### src/rtl/bcd_sched_pkg.sv
// Shared types and constants for the time-multiplexed binary-to-BCD converter.
package bcd_sched_pkg;

  typedef enum logic {IDLE = 1'b0, SHIFT = 1'b1} state_t;

  localparam logic [3:0] ADD3_THRESH    = 4'd5;
  localparam int         DEF_DATA_W     = 8;
  localparam int         DEF_BCD_DIGITS = 3;

  // Counter must hold 0..DATA_W-1.
  function automatic int cnt_width(input int data_w);
    return (data_w <= 2) ? 1 : $clog2(data_w);
  endfunction

  function automatic longint pow10(input int n);
    longint r;
    r = 1;
    for (int k = 0; k < n; k++) r = r * 10;
    return r;
  endfunction

endpackage

### src/rtl/bcd_dabble_step.sv
// One double-dabble iteration: add 3 to every digit >= 5, then shift in one binary bit.
module bcd_dabble_step
  import bcd_sched_pkg::*;
#(
  parameter int BCD_DIGITS = DEF_BCD_DIGITS
) (
  input  logic [4*BCD_DIGITS-1:0] i_bcd,
  input  logic                    i_bit,
  output logic [4*BCD_DIGITS-1:0] o_bcd
);

  logic [4*BCD_DIGITS-1:0] w_adj;

  // Each digit is corrected independently; the 4-bit sum cannot carry out.
  for (genvar d = 0; d < BCD_DIGITS; d++) begin : g_digit
    assign w_adj[4*d +: 4] = (i_bcd[4*d +: 4] >= ADD3_THRESH) ? i_bcd[4*d +: 4] + 4'd3
                                                              : i_bcd[4*d +: 4];
  end

  assign o_bcd = {w_adj[4*BCD_DIGITS-2:0], i_bit};

endmodule

### src/rtl/bcd_conv_scheduler.sv
// Round-robin shares one serial double-dabble converter between NUM_REQ requesters.
module bcd_conv_scheduler
  import bcd_sched_pkg::*;
#(
  parameter  int NUM_REQ    = 2,
  parameter  int DATA_W     = DEF_DATA_W,
  parameter  int BCD_DIGITS = DEF_BCD_DIGITS,
  localparam int OWN_W      = $clog2(NUM_REQ)
) (
  input  logic                      CLOCK_50,
  input  logic                      RESET,
  input  logic [NUM_REQ-1:0]        REQ,
  input  logic [NUM_REQ*DATA_W-1:0] REQ_DATA,
  output logic [NUM_REQ-1:0]        GNT,
  output logic [NUM_REQ-1:0]        DONE,
  output logic [4*BCD_DIGITS-1:0]   BCD_OUT,
  output logic [OWN_W-1:0]          BCD_OWNER,
  output logic                      BUSY
);

  localparam int CNT_W = cnt_width(DATA_W);

  if (pow10(BCD_DIGITS) <= (longint'(1) << DATA_W) - 1) begin : g_bad_digits
    $error("BCD_DIGITS too small to hold 2^DATA_W-1");
  end
  if (NUM_REQ < 2 || NUM_REQ > 4) begin : g_bad_req
    $error("NUM_REQ must be 2..4");
  end

  state_t                          r_state;
  logic [CNT_W-1:0]                r_cnt;
  logic [OWN_W-1:0]                r_ptr;
  logic [OWN_W-1:0]                r_cur;
  logic [DATA_W-1:0]               r_shreg;
  logic [4*BCD_DIGITS-1:0]         r_acc;
  logic [NUM_REQ-1:0]              r_gnt;
  logic [NUM_REQ-1:0]              r_done;
  logic [4*BCD_DIGITS-1:0]         r_bcd_out;
  logic [OWN_W-1:0]                r_owner;
  logic                            r_busy;

  logic [NUM_REQ-1:0][DATA_W-1:0] w_data;
  logic [2*NUM_REQ-1:0]           w_req2;
  logic                           w_pick_vld;
  logic [OWN_W-1:0]               w_off;
  logic [OWN_W:0]                 w_sum;
  logic [OWN_W-1:0]               w_pick_idx;
  logic [NUM_REQ-1:0]             w_pick_oh;
  logic [NUM_REQ-1:0]             w_cur_oh;
  logic [4*BCD_DIGITS-1:0]        w_acc_nxt;

  assign w_data = REQ_DATA;

  // Rotate requests so the pointer sits at bit 0; the lowest set bit is the winner.
  assign w_req2 = {REQ, REQ} >> r_ptr;

  always_comb begin
    w_pick_vld = |REQ;
    w_off      = '0;
    for (int k = NUM_REQ-1; k >= 0; k--) begin
      if (w_req2[k]) w_off = OWN_W'(k);
    end
    w_sum = {1'b0, r_ptr} + {1'b0, w_off};
    if (w_sum >= (OWN_W+1)'(NUM_REQ)) w_sum = w_sum - (OWN_W+1)'(NUM_REQ);
  end

  assign w_pick_idx = w_sum[OWN_W-1:0];
  assign w_pick_oh  = {{(NUM_REQ-1){1'b0}}, 1'b1} << w_pick_idx;
  assign w_cur_oh   = {{(NUM_REQ-1){1'b0}}, 1'b1} << r_cur;

  bcd_dabble_step #(.BCD_DIGITS(BCD_DIGITS)) u_step (
    .i_bcd (r_acc),
    .i_bit (r_shreg[DATA_W-1]),
    .o_bcd (w_acc_nxt)
  );

  always_ff @(posedge CLOCK_50) begin
    if (RESET) begin
      r_state   <= IDLE;
      r_cnt     <= '0;
      r_ptr     <= '0;
      r_cur     <= '0;
      r_shreg   <= '0;
      r_acc     <= '0;
      r_gnt     <= '0;
      r_done    <= '0;
      r_bcd_out <= '0;
      r_owner   <= '0;
      r_busy    <= 1'b0;
    end else begin
      r_gnt  <= '0;
      r_done <= '0;
      case (r_state)
        IDLE: begin
          if (w_pick_vld) begin
            r_shreg <= w_data[w_pick_idx];
            r_acc   <= '0;
            r_cur   <= w_pick_idx;
            r_gnt   <= w_pick_oh;
            r_busy  <= 1'b1;
            r_cnt   <= '0;
            r_state <= SHIFT;
          end
        end
        SHIFT: begin
          r_acc   <= w_acc_nxt;
          r_shreg <= {r_shreg[DATA_W-2:0], 1'b0};
          r_cnt   <= r_cnt + 1'b1;
          // Last iteration publishes the freshly computed accumulator directly.
          if (r_cnt == CNT_W'(DATA_W-1)) begin
            r_bcd_out <= w_acc_nxt;
            r_owner   <= r_cur;
            r_done    <= w_cur_oh;
            r_busy    <= 1'b0;
            r_cnt     <= '0;
            r_ptr     <= (r_cur == OWN_W'(NUM_REQ-1)) ? '0 : r_cur + 1'b1;
            r_state   <= IDLE;
          end
        end
        default: r_state <= IDLE;
      endcase
    end
  end

  assign GNT       = r_gnt;
  assign DONE      = r_done;
  assign BCD_OUT   = r_bcd_out;
  assign BCD_OWNER = r_owner;
  assign BUSY      = r_busy;

endmodule

### config.mk
export PLATFORM = sky130hd
export DESIGN_NAME = bcd_conv_scheduler
export DESIGN_NICKNAME = d
export VERILOG_FILES = /design/src/rtl/bcd_sched_pkg.sv /design/src/rtl/bcd_dabble_step.sv /design/src/rtl/bcd_conv_scheduler.sv
export SDC_FILE = /design/constraint.sdc
export NUM_CORES = 1
export LEC_CHECK = 0
export BUFFER_PORTS_ARGS = -buffer_cell sky130_fd_sc_hd__buf_2
export CAP_MARGIN = 25
export CORE_MARGIN = 4
export CORE_UTILIZATION = 35
export CTS_BUF_LIST = sky130_fd_sc_hd__clkbuf_4 sky130_fd_sc_hd__clkbuf_8
export DETAILED_ROUTE_END_ITERATION = 6
export PLACE_DENSITY = 0.57
export SLEW_MARGIN = 15
export SYNTH_ARGS = -nofsm -noshare
export SYNTH_HDL_FRONTEND = slang
export SYNTH_SLANG_ARGS = --single-unit
### constraint.sdc
create_clock -name CLOCK_50 -period 2 [get_ports CLOCK_50]
set_input_delay 0.1 -clock CLOCK_50 [delete_from_list [all_inputs] [get_ports CLOCK_50]]
set_output_delay 0.1 -clock CLOCK_50 [all_outputs]
set_load 0.01 [all_outputs]
======== Word-level counts from Yosys, hierarchy flattened ========
Cells that the tools add are included.
operators by class
  add/sub/neg operators ................... 7
  magnitude comparators ................... 5
  equality and inequality tests ........... 3
  shifts and indexed selects .............. 3
  mux-type cells .......................... 22
  bitwise gates (word level) .............. 3
  reduce and logical (&&, ||, !) cells .... 6
operators by type and width
  kind                   number
  $mux W8                3
  $pmux W12 S2           1
  $pmux W8 S2            1
  $ge A4 B3 Y1 const B   3
  $mux W12               1
  $mux W3                3
  $add A4 B2 Y4 const B  2
  $mux W1                8
  $mux W4                2
  $pmux W3 S2            1
  $reduce_and A2 Y1      3
  $reduce_or A3 Y1       2
  $pmux W1 S2            2
  $shl A1 B1 Y2 const A  2
  $shr A4 B1 Y2          1
  $add A3 B1 Y3 const B  1
  $add A3 B2 Y3 const B  1
  $eq A3 B3 Y1 const B   1
  $not A1 Y1             3
  $add A1 B1 Y2          1
  $ge A2 B2 Y1 const B   1
  $lt A1 B2 Y1 const B   1
  $ne A2 B1 Y1 const B   1
  $ne A2 B2 Y1 const B   1
  3 further kinds        3
word-level totals
  register bits after elaboration ......... 44
  input bits .............................. 20
  output and inout bits ................... 18

======== Longest topological paths before layout ========
Gate-level depths: netlist (run 1).
  depth after elaboration ................. 10
  gate-level depth with buffers ........... 6

======== Modules after synthesis ========
From an unflattened synthesis (run 1), not the netlist that was laid out.
second synthesis, totals
  cells, all modules ...................... 233
  area, all modules ....................... 2019.4 um^2
modules (own cells, without submodules)
  module              instances  cells an instance  area an instance (um^2)  seq. area each (um^2)
  bcd_conv_scheduler  1          188                1727.9                   880.8
  bcd_dabble_step     1          45                 291.5                    0.0

======== Least setup slack after synthesis (run 1) ========
No wires, ideal clock.
  path kind ............................... flip-flop to flip-flop
  start ................................... register r_acc[9]
  end ..................................... register r_bcd_out[10] (netlist: BCD_OUT[10])
  arrival time ............................ 1.323 ns
  setup slack ............................. 0.603 ns
  cell stages (with the launch flop) ...... 7
  buffers on the path ..................... 0
  clock period less this slack ............ 1.397 ns
  path through ............................ dfxtp_1 > inv_1 > ha_1 > nand2b_1 > a21oi_1 > mux2_2 > o21ai_0
on the way
  longest elaborated chain between the ends .. 2
  elaborated cells between the ends (all ways) .. 3
  those cells by class .................... 1 x add/sub; 1 x order compare; 1 x mux
RTL lines
  item                                           RTL line                   text
  from (decl)                                    bcd_conv_scheduler.sv:35   logic [4*BCD_DIGITS-1:0] r_acc;
  from (signal assigned)                         bcd_conv_scheduler.sv:106  r_acc <= w_acc_nxt;
  $ge A4 B3 Y1 or $add A3 B2 Y3 (tied branches)  bcd_dabble_step.sv:16      assign w_adj[4*d +: 4] = (i_bcd[4*d +: 4] >= ADD3_THRESH) ? i_bcd[4*d +: 4] + 4'd3
  $mux W3 (*)                                    bcd_dabble_step.sv:16
  to (signal assigned)                           bcd_conv_scheduler.sv:111  r_bcd_out <= w_acc_nxt;
  to (decl)                                      bcd_conv_scheduler.sv:38   logic [4*BCD_DIGITS-1:0] r_bcd_out;
Every way passes the cells marked *; elsewhere a longest branch is shown, timed or not.
A chain may end at the register's enable or synchronous reset.

======== Worst setup path in the final report (run 1) ========
  start ................................... register r_acc[8]
  end ..................................... register r_bcd_out[10] (netlist: BCD_OUT[10])
Same word-level chain as after synthesis.

==> results of run 1 <==
worst max-delay path: cells and delay by family (launching register included):
kind / cells / cell delay [ns]
buffers and inverters: 1 / 0.07
adders and majority gates: 1 / 0.23
muxes: 1 / 0.37
AOI/OAI and AO/OA: 2 / 0.37
and+or+nand+nor: 1 / 0.08
DFF: 1 / 0.36
flip-flops by register name, indices dropped and copies added, names as in the netlist:
name / flops
r_ptr: 1
BCD_OUT: 12
GNT: 2
BCD_OWNER: 1
r_shreg: 8
r_state: 1
DONE: 2
r_acc: 12
r_cnt: 3
BUSY: 1
r_cur: 1
per-layer routing:
layer | share of wire | track usage | wire length [um] | up-vias
met5 | 0 | 0 | 0 | -
met4 | 0.0073 | 0.0405 | 28 | 0
met1 | 0.48 | 0.165 | 1860 | 682
met3 | 0.051 | 0.0344 | 195 | 4
met2 | 0.46 | 0.197 | 1780 | 32
li1 | - | - | - | 790
worst paths after layout:
check                              to  slack, ns  cells past startpoint
min           r_shreg[7]$_SDFFE_PP0P_       0.03                      2
max reg2reg  BCD_OUT[10]$_SDFFE_PP0P_       0.46                      6
max          BCD_OUT[10]$_SDFFE_PP0P_       0.46                      6
min reg2reg  BCD_OUT[10]$_SDFFE_PP0P_       0.46                      2
synthesized netlist by cell type (2+ instances only):
cell,count
mux2i_1,2
nand3_1,3
nand3b_1,7
dfxtp_1,44
nor2_1,9
inv_1,7
a22o_1,11
ha_1,8
a21o_1,2
o21ai_0,15
xnor2_1,3
nor3_2,3
nand2_1,19
nor3_1,2
buf_2,6
o21a_1,2
nand2b_1,4
nor3b_1,9
a221o_1,7
a22oi_1,2
a21oi_1,19
logic make-up (layout without fill, tap and decap cells):
kind of cell | count (synthesis) | after routing | share of synthesized area
muxes | 3 | 3 | 0.0167
xor gates and xnor gates | 3 | 3 | 0.0140
and+or+nand+nor | 60 | 60 | 0.185
AOI/OAI and AO/OA | 62 | 62 | 0.223
DFF | 44 | 44 | 0.470
buffers and inverters | 15 | 57 | 0.0380
adders and majority gates | 8 | 8 | 0.0534
stage by stage:
step                hold slack, ns  power, W  setup WS (ns)
floorplan                    0.238   0.00100          0.603
global placement             0.323   0.00105          0.491
detailed placement           0.324   0.00105          0.477
CTS                         0.0162   0.00177          0.446
global route                0.0189   0.00181          0.294
finish                      0.0291   0.00173          0.459
power breakdown:
part / internal (W) / leakage [nW] / switching [W]
Sequential: 0.000896 / 0.357 / 0.0000131
Clock: 0.000409 / 0.0614 / 0.000302
Combinational: 0.0000507 / 0.513 / 0.0000646
Total: 0.00136 / 0.931 / 0.000379
cell type report:
class,count,area [um^2]
fillers,537,2880
multi-input cells,136,923
flip-flops and latches,44,881
repair buffers,41,215
well taps,70,87.6
clock buffers,6,82.6
clock inverters,2,38.8
inverters,8,30.0
==> flow_summary.yaml, run 1 <==
die:
  start_util: 0.365
  dieArea_um2: 6590
  pin_count: 38
  die_w_um: 81.2
  rows: 26
  coreArea_um2: 5140
  die_h_um: 81.2
clock_network:
  cts.path.max_buffers: 2
  cts.reportedPaths.clkPinSlew_ns: 0.08
  post_cts_buffers: 0
  cts.sink_count: 44
  clk_latency_ns: 0.29
  cts_buffers: 5
  h-tree-depth: 2
  root_buffer: "clkbuf_8"
  cts_tree: "done"
  postCtsHoldBufs: 0
  cts_resized: 0
layout:
  fin_area_um2: 2260
  final_cell_mix: "44 x dfxtp_1, 37 x buf_2, 19 x a21oi_1, 19 x nand2_1, 15 x o21ai_0"
  fin_util: 0.439
  num-nets-final: 264
  syn2layout_area_growth_pct: 20.4
  diodes: 0
  drive_above_1_share: 0.245
  fin_cells: 307
  layout_commonest_cell: "dfxtp_1"
yosys:
  yosysWarningCount: 0
  syn_nets: 223
  yosysTopAreaCellShare: 0.470
  ys_async_sr_fraction: 0
  synth-edff-count: 0
  syn_avg_cell_area_um2: 9.62
  syn_inst: 195
  yosysUniqueCellTypes: 32
  synth.area.top_cells: "dfxtp_1 47%, ha_1 5.3%, a22o_1 5.1%"
  synth_ff_type: "dfxtp_1"
  synthesis.area_um2: 1880
  ys_seq_area_frac: 0.470
  synth_top_cell_by_area: "dfxtp_1"
  synth_seq_cells: 44
grt:
  grt_usage: 0.125
  grt_pass1_vias: 1358
  overflow: 0
  grt_pass1_wl_mm: 6.43
  antenna_found_initial: 0
  grt_max_degree: 30
run:
  maxCapViolCount: 0
power:
  peakVddDrop_uv: 488
  power.density_nw_per_um2: 768
  p_leak_nw: 0.931
critical_path:
  cp_data_required_time_ns: 2.22
  path_class: "reg -> reg"
  cp-start-kind: "flop"
  cp_max_fo: 5
  path_cells: "inv_1 -> ha_1 -> nand2b_1 -> a21oi_1 -> mux2_2 -> o21ai_0"
  r2r_start: "r_acc[8]$_SDFFE_PP0P_"
  startpoint: "r_acc[8]$_SDFFE_PP0P_"
  crit_path_top_delay_cell: "mux2_2"
  cpPeakStageDelay_ns: 0.37
  crit_arrival_ns: 1.76
  cp-end-kind: "flop"
timing:
  finalSetupViolCount: 0
  period_share: 0.771
  final_max_slew_viol_count: 0
  max_slew_margin: 0.633
  finalHoldViolations: 0
  period_needed_ns: 1.54
  grt_setup_unrepaired: "no"
  tightest_slew_ns: 0.548
  fmax_mhz: 649
  fin_worst_skew_ns: 0.00974
  final.setup.tns_ns: 0
routing:
  drc_errors: 0
  first_pass_iters: 4
  wl_mm: 3.86
  drtIter0Drc: 36
  postRouteAntennaNets: 0
  wire_per_inst_um: 12.6
  routed_via_density: 4.91
  route.vias.total: 1508
placed_design:
  dp.cells: 299
  dp_hpwl_mm: 2.82
  port_buffers: 37
  place_congestion: 0.766
  place_area_um2: 2140
hold_path:
  min_from: "REQ_DATA[7]"
  hold_class: "in -> reg"
status:
  status: "finished, final reports clean"
(Power assumes the default switching activity.)
==> run 2, diff against run 1 <==
Clock period 2 ns to 1.6 ns, I/O delays scaled along.
==> flow_summary.yaml, run 2 (synthesis gave the netlist of run 1 again) <==
clock_network:
  cts.sink_count: 44
  clk_latency_ns: 0.29
  cts.reportedPaths.clkPinSlew_ns: 0.08
  cts.path.max_buffers: 2
  h-tree-depth: 2
  cts_buffers: 5
  cts_tree: "done"
  post_cts_buffers: 0
  root_buffer: "clkbuf_8"
routing:
  drc_errors: 0
  postRouteAntennaNets: 0
  drt-met1-wl_mm: 1.93
  wl_met2_mm: 1.88
  drtIter0Drc: 59
  wl_mm: 4.03
  wire_per_inst_um: 12.6
  wl_met3_um: 180
  routed_via_density: 4.81
  route.vias.total: 1534
  top_layer: "met4"
  first_pass_iters: 4
status:
  status: "finished, final reports clean"
layout:
  syn2layout_area_growth_pct: 27.2
  layout_commonest_cell: "dfxtp_1"
  fin_cells: 319
  num-nets-final: 276
  drive_above_1_share: 0.269
  diodes: 0
  nFillCells: 507
  final_cell_mix: "44 x dfxtp_1, 37 x buf_2, 19 x nand2_1, 16 x a21oi_1, 15 x o21ai_0"
critical_path:
  path_class: "reg -> reg"
  cp-end-kind: "flop"
  cp_data_required_time_ns: 1.83
  path_cells: "inv_1 -> ha_1 -> nand2b_1 -> a21oi_2 -> mux2_2 -> o21ai_0"
  cp_max_fo: 5
  cp-start-kind: "flop"
  crit_arrival_ns: 1.73
  crit_path_top_delay_cell: "mux2_2"
  cpPeakStageDelay_ns: 0.37
grt:
  antenna_found_initial: 0
  grt_max_degree: 17
  grt_usage: 0.131
  grt_pass1_vias: 1433
  overflow: 0
  grt_pass1_wl_mm: 6.66
placed_design:
  dp.cells: 304
  port_buffers: 37
  dp_hpwl_mm: 2.80
  dpl_worst_slack_ns: 0.0663
  place_congestion: 0.787
die:
  die_w_um: 81.2
  die_h_um: 81.2
  dieArea_um2: 6590
  start_util: 0.365
  coreArea_um2: 5140
  pin_count: 38
  rows: 26
timing:
  period_share: 0.939
  fin_ws_ns: 0.0974
  fin_worst_skew_ns: 0.00589
  tightest_slew_ns: 0.525
  final.setup.tns_ns: 0
  max_slew_margin: 0.647
  period_needed_ns: 1.50
  fmax_mhz: 666
  grt_setup_unrepaired: "no"
  final_max_slew_viol_count: 0
  finalHoldViolations: 0
  finalSetupViolCount: 0
power:
  peakVddDrop_uv: 450
  power.density_nw_per_um2: 935
  p_leak_nw: 0.990
hold_path:
  hold_class: "in -> reg"
run:
  maxCapViolCount: 0
run 2: worst max-delay path, delay by kind of cell, from the launching register on:
kind / cells / cell delay [ns]
compound gates: 2 / 0.32
fa+ha+maj: 1 / 0.24
buf+inv: 1 / 0.06
flops: 1 / 0.35
mux: 1 / 0.37
simple gates: 1 / 0.10
run 2: worst paths after layout:
path | from | end | slack, ns | cells after the start
hold / removal | REQ_DATA[4] | r_shreg[4]$_SDFFE_PP0P_ | 0.008 | 2
setup / recovery | r_acc[8]$_SDFFE_PP0P_ | r_acc[10]$_SDFFE_PP0P_ | 0.1 | 6
setup reg to reg | r_acc[8]$_SDFFE_PP0P_ | r_acc[10]$_SDFFE_PP0P_ | 0.1 | 6
hold reg to reg | BCD_OUT[10]$_SDFFE_PP0P_ | BCD_OUT[10]$_SDFFE_PP0P_ | 0.45 | 2
run 2: layout make-up:
type                       count  area (um^2)  area share
multi-input combinational    136          937       0.393
tap                           70         87.6      0.0367
inverter                       8         30.0      0.0126
sequential                    44          881       0.369
clock inverter                 1         30.0      0.0126
timing repair buffer          53          323       0.135
clock buffer                   7         96.3      0.0404
run 2: per-layer routing:
metal / GRT usage / vias up
met4: 0.0405 / 0
met3: 0.0366 / 6
met5: 0 / -
met1: 0.162 / 689
li1: - / 809
met2: 0.219 / 30
run 2: repair_timing:
item / in CTS / in global routing
hold buffers: 7 / 0
setup endpoints to repair: 0 / 8
endpoints found under the hold margin: 4 / 0
resized for setup: 0 / 4
run 2: power breakdown:
group          leakage, nW  switching, W  total (W)  internal, W
Sequential           0.357     0.0000141    0.00113      0.00112
Combinational        0.569     0.0000898   0.000175    0.0000852
Clock               0.0645      0.000369   0.000920     0.000551
run 2: per-stage QoR:
stage	utilization	hold slack (ns)	cell area [um^2]	power (W)
after detailed placement	0.423	0.304	2170	0.00132
after CTS	0.461	0.00249	2370	0.00226
after global routing	0.464	0.000607	2380	0.00232
after global placement	0.423	0.302	2170	0.00132
final	0.464	0.00835	2380	0.00223
after floorplan	-	0.218	1880	0.00126
==> run 3, diff against run 2 <==
Settings changed: PLACE_DENSITY 0.57 to 0.65.
==> flow_summary.yaml, run 3 (synthesis gave the netlist of run 1 again) <==
critical_path:
  cp_max_fo: 3
  cp-start-kind: "flop"
  crit_family: "multiplexers"
  cp_data_required_time_ns: 1.82
  r2r_start: "r_acc[9]$_SDFFE_PP0P_"
  crit_path_top_delay_cell: "mux2_2"
  path_class: "reg -> reg"
  critPathBufInv: 1
  cp-end-kind: "flop"
  startpoint: "r_acc[9]$_SDFFE_PP0P_"
  crit_arrival_ns: 1.71
  path_cells: "inv_1 -> ha_1 -> nand2b_1 -> a21oi_2 -> mux2_2 -> o21ai_0"
  cpPeakStageDelay_ns: 0.36
timing:
  tightest_slew_ns: 0.526
  final_max_slew_viol_count: 0
  period_needed_ns: 1.49
  finalSetupViolCount: 0
  max_slew_margin: 0.646
  fmax_mhz: 671
  fin_worst_skew_ns: 0.00708
  fin_ws_ns: 0.110
  period_share: 0.931
  finalHoldViolations: 0
layout:
  syn2layout_area_growth_pct: 25.3
  drive_above_1_share: 0.272
  fin_util: 0.457
  diodes: 0
  layout_commonest_cell: "dfxtp_1"
  num-nets-final: 273
  final_cell_mix: "44 x dfxtp_1, 37 x buf_2, 19 x nand2_1, 16 x a21oi_1, 15 x o21ai_0"
  nFillCells: 534
  fin_area_um2: 2350
routing:
  postRouteAntennaNets: 0
  wire_per_inst_um: 12.7
  drc_errors: 0
  routed_via_density: 5.01
  wl_mm: 4.00
  first_pass_iters: 4
  route.vias.total: 1584
  drtIter0Drc: 63
grt:
  grt_pass1_wl_mm: 6.79
  antenna_found_initial: 0
  grt_usage: 0.133
  grt_pass1_vias: 1498
  overflow: 0
  grt_max_degree: 22
clock_network:
  cts_tree: "done"
  cts.sink_count: 44
  root_buffer: "clkbuf_8"
  cts_buffers: 5
  cts.path.max_buffers: 2
  clk_latency_ns: 0.29
  h-tree-depth: 2
  cts.reportedPaths.clkPinSlew_ns: 0.08
hold_path:
  hold_class: "in -> reg"
  min_from: "REQ_DATA[9]"
die:
  start_util: 0.365
  die_h_um: 81.2
  dieArea_um2: 6590
  coreArea_um2: 5140
  die_w_um: 81.2
  rows: 26
  pin_count: 38
placed_design:
  port_buffers: 37
  dp_hpwl_mm: 2.84
  dpl_worst_slack_ns: 0.0544
  place_area_um2: 2160
  place_congestion: 0.716
power:
  power.density_nw_per_um2: 859
  peakVddDrop_uv: 515
  p_leak_nw: 0.958
run:
  maxCapViolCount: 0
status:
  status: "finished, final reports clean"
## run 3: cell types whose count changed in the layout (fill, tap and decap cells not counted)
cell       before  now
bufinv_16       1    0
ha_1            8    6
buf_12          0    1
clkbuf_8        7    6
ha_2            0    2
clkinv_2        0    2
mux2i_1         2    1
buf_4           9    5
mux2i_2         0    1
## run 3: metrics by stage
step	TNS [ns]	hold slack, ns	total power [W]	cells
4_1_cts	0	0.000974	0.00204	314
3_3_place_gp	0	0.303	0.00132	301
2_1_floorplan	0	0.218	0.00126	195
6_report	0	0.0121	0.00202	316
3_5_place_dp	0	0.304	0.00132	301
5_1_grt	-0.0299	0.000544	0.00211	316
## run 3: routing by layer
metal | part of all wire | up-vias | routed length (um) | track usage
li1 | - | 805 | - | -
met1 | 0.47 | 729 | 1870 | 0.173
met2 | 0.47 | 42 | 1870 | 0.206
met3 | 0.048 | 8 | 193 | 0.0399
met4 | 0.017 | 0 | 67 | 0.0507
met5 | 0 | - | 0 | 0
## run 3: layout make-up
class                   count  area, um^2  area share
clock buffers               6        82.6      0.0351
repair buffers             50         313       0.133
clock inverters             2        10.0     0.00426
multi-input cells         136         946       0.403
flip-flops and latches     44         881       0.375
well taps                  70        87.6      0.0373
inverters                   8        30.0      0.0128
## run 3: power breakdown
part | internal (W) | total [W] | leakage, nW | switching [W]
combinational | 0.0000849 | 0.000173 | 0.550 | 0.0000883
clock | 0.000345 | 0.000709 | 0.0510 | 0.000365
sequential | 0.00112 | 0.00113 | 0.357 | 0.0000145
## run 3: worst paths after layout
path	endpoint	slack (ns)	cells after the start
max	r_acc[10]$_SDFFE_PP0P_	0.11	6
max reg2reg	r_acc[10]$_SDFFE_PP0P_	0.11	6
min	r_shreg[1]$_SDFFE_PP0P_	0.01	2
min reg2reg	BCD_OWNER$_SDFFE_PP0P_	0.45	1
## run 3: what timing repair did
action	in CTS	in global routing
gates resized for setup	0	7
hold buffers	5	2
endpoints found under the setup margin	0	7
buffers inserted	0	0
endpoints found under the hold margin	3	2
